[config.mk]
export PLATFORM = sky130hd
export DESIGN_NAME = data_bus_router
export DESIGN_NICKNAME = d
export VERILOG_FILES = /design/src/rtl/router_pkg.sv /design/src/rtl/bus_timeout_ctr.sv /design/src/rtl/data_bus_router.sv
export SDC_FILE = /design/constraint.sdc
export NUM_CORES = 1
export LEC_CHECK = 0
export CORE_AREA = 3 3 239 241
export CTS_CLUSTER_DIAMETER = 30
export DETAILED_ROUTE_END_ITERATION = 7
export DIE_AREA = 0 0 242 244
export GPL_TIMING_DRIVEN = 1
export SLEW_MARGIN = 0
export SYNTH_ARGS = -nofsm -noshare
export SYNTH_HDL_FRONTEND = slang
export SYNTH_SLANG_ARGS = --single-unit
[constraint.sdc]
create_clock -name clk_i -period 2.3 [get_ports clk_i]
set_clock_uncertainty 0.15 [all_clocks]
set_input_delay 0.46 -clock clk_i [delete_from_list [all_inputs] [get_ports clk_i]]
set_output_delay 0.46 -clock clk_i [all_outputs]
set_load 0.005 [all_outputs]
[src/rtl/router_pkg.sv]
// Shared types and constants for the data bus router.
// Holds the FSM state encoding and the default target segment map.
package router_pkg;

    localparam int STATE_W = 3;

    typedef enum logic [STATE_W-1:0] {
        IDLE  = 3'd0,
        ISSUE = 3'd1,
        WAIT  = 3'd2,
        RESP  = 3'd3,
        ERR   = 3'd4
    } state_e;

    // Channel i decodes addr[31:28] against nibble [4i+3:4i]
    localparam logic [15:0] TGT_SEG_DEF = {4'hF, 4'hC, 4'h8, 4'h0};

endpackage

[src/rtl/bus_timeout_ctr.sv]
// Wait-state counter for the router; only built with ROUTER_TIMEOUT_EN.
// expired_o flags the wait cycle in which the count reaches TIMEOUT_CYC.
`ifdef ROUTER_TIMEOUT_EN
module bus_timeout_ctr #(
    parameter int TIMEOUT_CYC = 255
) (
    input  logic clk_i,
    input  logic rst_ni,
    input  logic clear_i,
    input  logic enable_i,
    output logic expired_o
);

    localparam int CW = $clog2(TIMEOUT_CYC + 1);

    logic [CW-1:0] cnt_q;
    logic [CW-1:0] cnt_d;

    assign expired_o = enable_i && (cnt_q == CW'(TIMEOUT_CYC - 1));

    always_comb begin
        cnt_d = cnt_q;
        if (clear_i) begin
            cnt_d = '0;
        end else if (enable_i) begin
            cnt_d = cnt_q + 1'b1;
        end
    end

    always_ff @(posedge clk_i or negedge rst_ni) begin
        if (!rst_ni) begin
            cnt_q <= '0;
        end else begin
            cnt_q <= cnt_d;
        end
    end

endmodule
`endif

[src/rtl/data_bus_router.sv]
// Single-outstanding core-to-target bus router with address-segment decode.
// Define ROUTER_TIMEOUT_EN to abort stalled target accesses with an error.
module data_bus_router
    import router_pkg::*;
#(
    parameter int                 XLEN        = 64,
    parameter int                 N_TGT       = 4,
    parameter logic [N_TGT*4-1:0] TGT_SEG     = TGT_SEG_DEF,
    parameter int                 TIMEOUT_CYC = 255
) (
    input  logic                  clk_i,
    input  logic                  rst_ni,
    input  logic                  p_strobe_i,
    input  logic [XLEN-1:0]       p_addr_i,
    input  logic                  p_rw_i,
    input  logic [XLEN/8-1:0]     p_byte_enable_i,
    input  logic [XLEN-1:0]       p_data_i,
    output logic                  p_ready_o,
    output logic [XLEN-1:0]       p_data_o,
    output logic                  p_err_o,
    output logic                  busy_o,
    output logic [N_TGT-1:0]      t_strobe_o,
    output logic [XLEN-1:0]       t_addr_o,
    output logic                  t_rw_o,
    output logic [XLEN/8-1:0]     t_byte_enable_o,
    output logic [XLEN-1:0]       t_data_o,
    input  logic [N_TGT-1:0]      t_ready_i,
    input  logic [N_TGT*XLEN-1:0] t_data_i
);

    localparam int IDX_W = (N_TGT > 1) ? $clog2(N_TGT) : 1;

    state_e              state_q;
    logic [XLEN-1:0]     addr_q;
    logic                rw_q;
    logic [XLEN/8-1:0]   be_q;
    logic [XLEN-1:0]     wdata_q;
    logic [IDX_W-1:0]    idx_q;
    logic [N_TGT-1:0]    tstb_q;
    logic [XLEN-1:0]     rdata_q;
    logic                prdy_q;
    logic                perr_q;
    logic [XLEN-1:0]     pdata_q;

    logic                hit;
    logic [IDX_W-1:0]    hit_idx;
    logic                sel_rdy;
    logic [XLEN-1:0]     sel_data;
    logic                to_exp;

    // Descending scan so the lowest matching channel is the last writer
    always_comb begin
        hit     = 1'b0;
        hit_idx = '0;
        for (int i = N_TGT - 1; i >= 0; i--) begin
            if (p_addr_i[31:28] == TGT_SEG[4*i +: 4]) begin
                hit     = 1'b1;
                hit_idx = IDX_W'(i);
            end
        end
    end

    assign sel_rdy  = t_ready_i[idx_q];
    assign sel_data = t_data_i[XLEN*idx_q +: XLEN];

`ifdef ROUTER_TIMEOUT_EN
    bus_timeout_ctr #(
        .TIMEOUT_CYC (TIMEOUT_CYC)
    ) u_timeout (
        .clk_i     (clk_i),
        .rst_ni    (rst_ni),
        .clear_i   (state_q == ISSUE),
        .enable_i  (state_q == WAIT),
        .expired_o (to_exp)
    );
`else
    assign to_exp = 1'b0;
`endif

    // Response outputs are loaded while leaving RESP/ERR
    always_ff @(posedge clk_i or negedge rst_ni) begin
        if (!rst_ni) begin
            state_q <= IDLE;
            addr_q  <= '0;
            rw_q    <= 1'b0;
            be_q    <= '0;
            wdata_q <= '0;
            idx_q   <= '0;
            tstb_q  <= '0;
            rdata_q <= '0;
            prdy_q  <= 1'b0;
            perr_q  <= 1'b0;
            pdata_q <= '0;
        end else begin
            tstb_q  <= '0;
            prdy_q  <= 1'b0;
            perr_q  <= 1'b0;
            pdata_q <= '0;
            unique case (state_q)
                IDLE: begin
                    if (p_strobe_i) begin
                        addr_q  <= p_addr_i;
                        rw_q    <= p_rw_i;
                        be_q    <= p_byte_enable_i;
                        wdata_q <= p_data_i;
                        idx_q   <= hit_idx;
                        if (hit) begin
                            tstb_q  <= N_TGT'(1) << hit_idx;
                            state_q <= ISSUE;
                        end else begin
                            state_q <= ERR;
                        end
                    end
                end
                ISSUE: begin
                    if (sel_rdy) begin
                        rdata_q <= sel_data;
                        state_q <= RESP;
                    end else begin
                        state_q <= WAIT;
                    end
                end
                WAIT: begin
                    if (sel_rdy) begin
                        rdata_q <= sel_data;
                        state_q <= RESP;
                    end else if (to_exp) begin
                        state_q <= ERR;
                    end
                end
                RESP: begin
                    prdy_q  <= 1'b1;
                    pdata_q <= rdata_q;
                    state_q <= IDLE;
                end
                ERR: begin
                    prdy_q  <= 1'b1;
                    perr_q  <= 1'b1;
                    state_q <= IDLE;
                end
                default: state_q <= IDLE;
            endcase
        end
    end

    assign busy_o          = (state_q != IDLE);
    assign p_ready_o       = prdy_q;
    assign p_err_o         = perr_q;
    assign p_data_o        = pdata_q;
    assign t_strobe_o      = tstb_q;
    assign t_addr_o        = addr_q;
    assign t_rw_o          = rw_q;
    assign t_byte_enable_o = be_q;
    assign t_data_o        = wdata_q;

endmodule

==> metrics.log <==
INFO  metric run_status = completed
INFO  metric grt_start_max_net_pins = 72
INFO  metric worst_slew_margin_rel = 0.566
INFO  metric tritoncts_num_sinks = 276
INFO  metric setup_viol = 0
INFO  metric internal_power = 20300 uW
INFO  metric cts_max_path_buffers = 3
INFO  metric io_buffers = 607
INFO  metric critPathRequiredTime = 2580 ps
INFO  metric cts_made_buffers = just over 70
INFO  metric drt_pass1_iterations = 4
INFO  metric comb_power_share = 0.315
INFO  metric postSynthRegisterBits = roughly 280
INFO  metric net_count_after_synthesis = 1080
INFO  metric yosysSeqAreaShare = 0.603
INFO  metric dp.final_hpwl = 32400 um
INFO  metric layout.cells.most_common = sky130_fd_sc_hd__clkdlybuf4s50_1
INFO  metric routed_wire_length_per_instance = around 19 um
INFO  metric route.vias.total = around 8600
INFO  metric p_clk_frac = 0.395
INFO  metric final_period_utilization = 0.960
INFO  metric seqPwrFrac = 0.290
INFO  metric detail_route.iter0.violations = 192
INFO  metric detail_route.drc_violations = 0
INFO  metric grt_pass1_wl = ~61000 um
INFO  metric rsz0062_at_grt = false
INFO  metric globalRoute.totalOverflow = 0
INFO  metric yosys_most_used_dff = sky130_fd_sc_hd__dfrtp_1
INFO  metric final.setup.tns = 0 ps
INFO  metric syn2layout_area_growth = 86.7%
INFO  metric htree_levels = 3
INFO  metric layout-drive-gt1-share = 0.167
INFO  metric p_leak = 0.00871 uW
INFO  metric async_flop_share = 1.00
INFO  metric first_global_vias = 9968
INFO  metric totalPowerFinal = between 20000 and 30000 uW
INFO  metric netlist_area = approximately 0.011 sq mm
INFO  metric pin_count = between 600 and 700
INFO  metric ff2ff_setup_slack = 90 ps
INFO  metric arrival_time_at_the_worst_endpoint = 2490 ps
INFO  metric timing.setup.critical_path_class = reg -> reg
INFO  metric finalMaxSlewViolations = 0
INFO  metric clock_tree.root_cell = sky130_fd_sc_hd__clkbuf_16
INFO  metric cts.reportedPaths.clkPinSlew = 40 ps
INFO  metric core_area = 0.0551 sq mm
INFO  metric crit_path_start_kind = register
INFO  metric drt-vias-per-instance = 3.99
INFO  metric routed_wirelength = 40900 um
INFO  metric track_usage = 0.137
INFO  metric drtAntennaViolNets = 0
INFO  metric initial_cell_density_of_the_core = 0.208
INFO  metric synth_enable_flop_cells = 0
INFO  metric post-route-min-period = ~2200 ps
INFO  metric timing_worst_slew_pin_value = around 650 ps
INFO  metric netlist-cell-type-count = 26
INFO  metric layout_common_cells = 605 x sky130_fd_sc_hd__clkdlybuf4s50_1, 273 x sky130_fd_sc_hd__dfrtp_1, 202 x sky130_fd_sc_hd__mux2_1
INFO  metric syn-mean-instance-area = 16.8 sq um
INFO  metric grt_antenna_before_repair = 4
INFO  metric critical_path_peak_fanout = 23
INFO  metric irDropWorstVdd = roughly 490 uV
INFO  metric hold_path_class = reg -> reg
INFO  metric maxCapViolCount = 0
INFO  metric die_w = about 240 um
INFO  metric layout.nets = 1759
INFO  metric die_height = 244 um
INFO  metric yosysWarningCount = 0
INFO  metric netlist_instances = 680
INFO  metric timing.fmax = 0.453 GHz
INFO  metric placement_rows = 86
INFO  metric hold_viol_final = 0
INFO  metric worstSetupEndpointType = register
INFO  metric p_switching = 7190 uW
INFO  metric power_per_cell_area = 1290 mW/mm^2
INFO  metric clkLatencyLatePin = roughly 560 ps
INFO  metric power_switching_share = 0.262
INFO  metric globalplace.congestion = 0.896
INFO  metric die_area = slightly below 0.06 sq mm
INFO  metric cts_tree = done
## cells in the mapped netlist, types with 2 or more instances
cell type | instances | area (sq um)
sky130_fd_sc_hd__mux2_1 | 202 | 2270
sky130_fd_sc_hd__clkbuf_1 | 17 | 63.8
sky130_fd_sc_hd__nor3_1 | 3 | 15.0
sky130_fd_sc_hd__nand2_1 | 4 | 15.0
sky130_fd_sc_hd__buf_2 | 19 | 95.1
sky130_fd_sc_hd__buf_6 | 5 | 56.3
sky130_fd_sc_hd__inv_1 | 2 | 7.51
sky130_fd_sc_hd__dfrtp_1 | 276 | 6910
sky130_fd_sc_hd__mux4_2 | 65 | 1460
sky130_fd_sc_hd__and2_1 | 65 | 407
sky130_fd_sc_hd__nor2_1 | 6 | 22.5
sky130_fd_sc_hd__nor3b_1 | 2 | 15.0
## layer usage
metal  global-route usage  part of all wire
met1                0.143              0.36
met2                0.254              0.53
met3               0.0533             0.084
met5                    0           0.00049
met4               0.0453             0.023
## critical path: stages, from the launching register on
cell                      delay [ps]
sky130_fd_sc_hd__dfrtp_4         480
sky130_fd_sc_hd__mux4_2          510
sky130_fd_sc_hd__or3b_4          380
sky130_fd_sc_hd__buf_12          210
sky130_fd_sc_hd__mux2_1          340
## power by group through the flow
| stage | logic [uW] | registers [uW] | clock network [uW] |
|---|---|---|---|
| after floorplan | 3740 | 7880 | 0 |
| after CTS | 8920 | 8010 | 11100 |
| after global routing | 9340 | 8220 | 11400 |
| final | 8660 | 7950 | 10900 |
| after global placement | 8760 | 7970 | 0 |
| after detailed placement | 8890 | 8060 | 0 |
## registers in the layout, summed over array words and instances (netlist names), 2 cells and up
| register | cells |
|---|---|
| t_addr_o | 64 |
| t_strobe_o | 4 |
| state_q | 3 |
| rdata_q | 64 |
| t_byte_enable_o | 8 |
| t_data_o | 64 |
| p_data_o | 64 |
| idx_q | 2 |
## timing repair
action                     CTS  global route
setup endpoints to repair    1             1
resized for setup            2             1
hold buffers                 1             0
buffers inserted             0             0
hold endpoints to repair    53             0
## area by class of cell
type                       count  area (sq um)
inverter                       2          7.51
fill                        5257         33700
clock inverter                41           688
multi-input combinational    359          4330
clock buffer                  90          1960
timing repair buffer         649          6540
antenna                        1          2.50
tap                          748           936
sequential                   276          6920
## final timing paths
path	startpoint	end	depth (start not counted)
max in group asynchronous	rst_ni	t_data_o[20]	3
max	idx_q[0]	rdata_q[24]	4
max reg2reg	idx_q[0]	rdata_q[24]	4
min reg2reg	rdata_q[12]	p_data_o[12]	1
min in group asynchronous	rst_ni	p_data_o[36]	2
min	rdata_q[12]	p_data_o[12]	1
## cell families (layout without fill, tap and decap cells)
kind of cell	after synthesis	count (layout)	share of synthesized area
AOI/OAI and AO/OA	4	4	0.00219
and+or+nand+nor	86	86	0.0457
buffers and inverters	45	782	0.0204
xor gates and xnor gates	2	2	0.00153
DFF	276	276	0.603
other	0	1	0
muxes	267	267	0.327
## stage by stage
stage	utilization	hold slack, ps	instance area (sq um)	setup slack, ps	instances
after global routing	0.388	305	21400	0.739	2166
after floorplan	-	14.4	11400	298	680
after global placement	0.340	308	18700	-273	2033
after CTS	0.388	294	21400	12.0	2165
after detailed placement	0.340	312	18700	-297	2033
final	0.388	317	21400	92.8	2166
No activity file was read; power rests on OpenSTA's default activity.
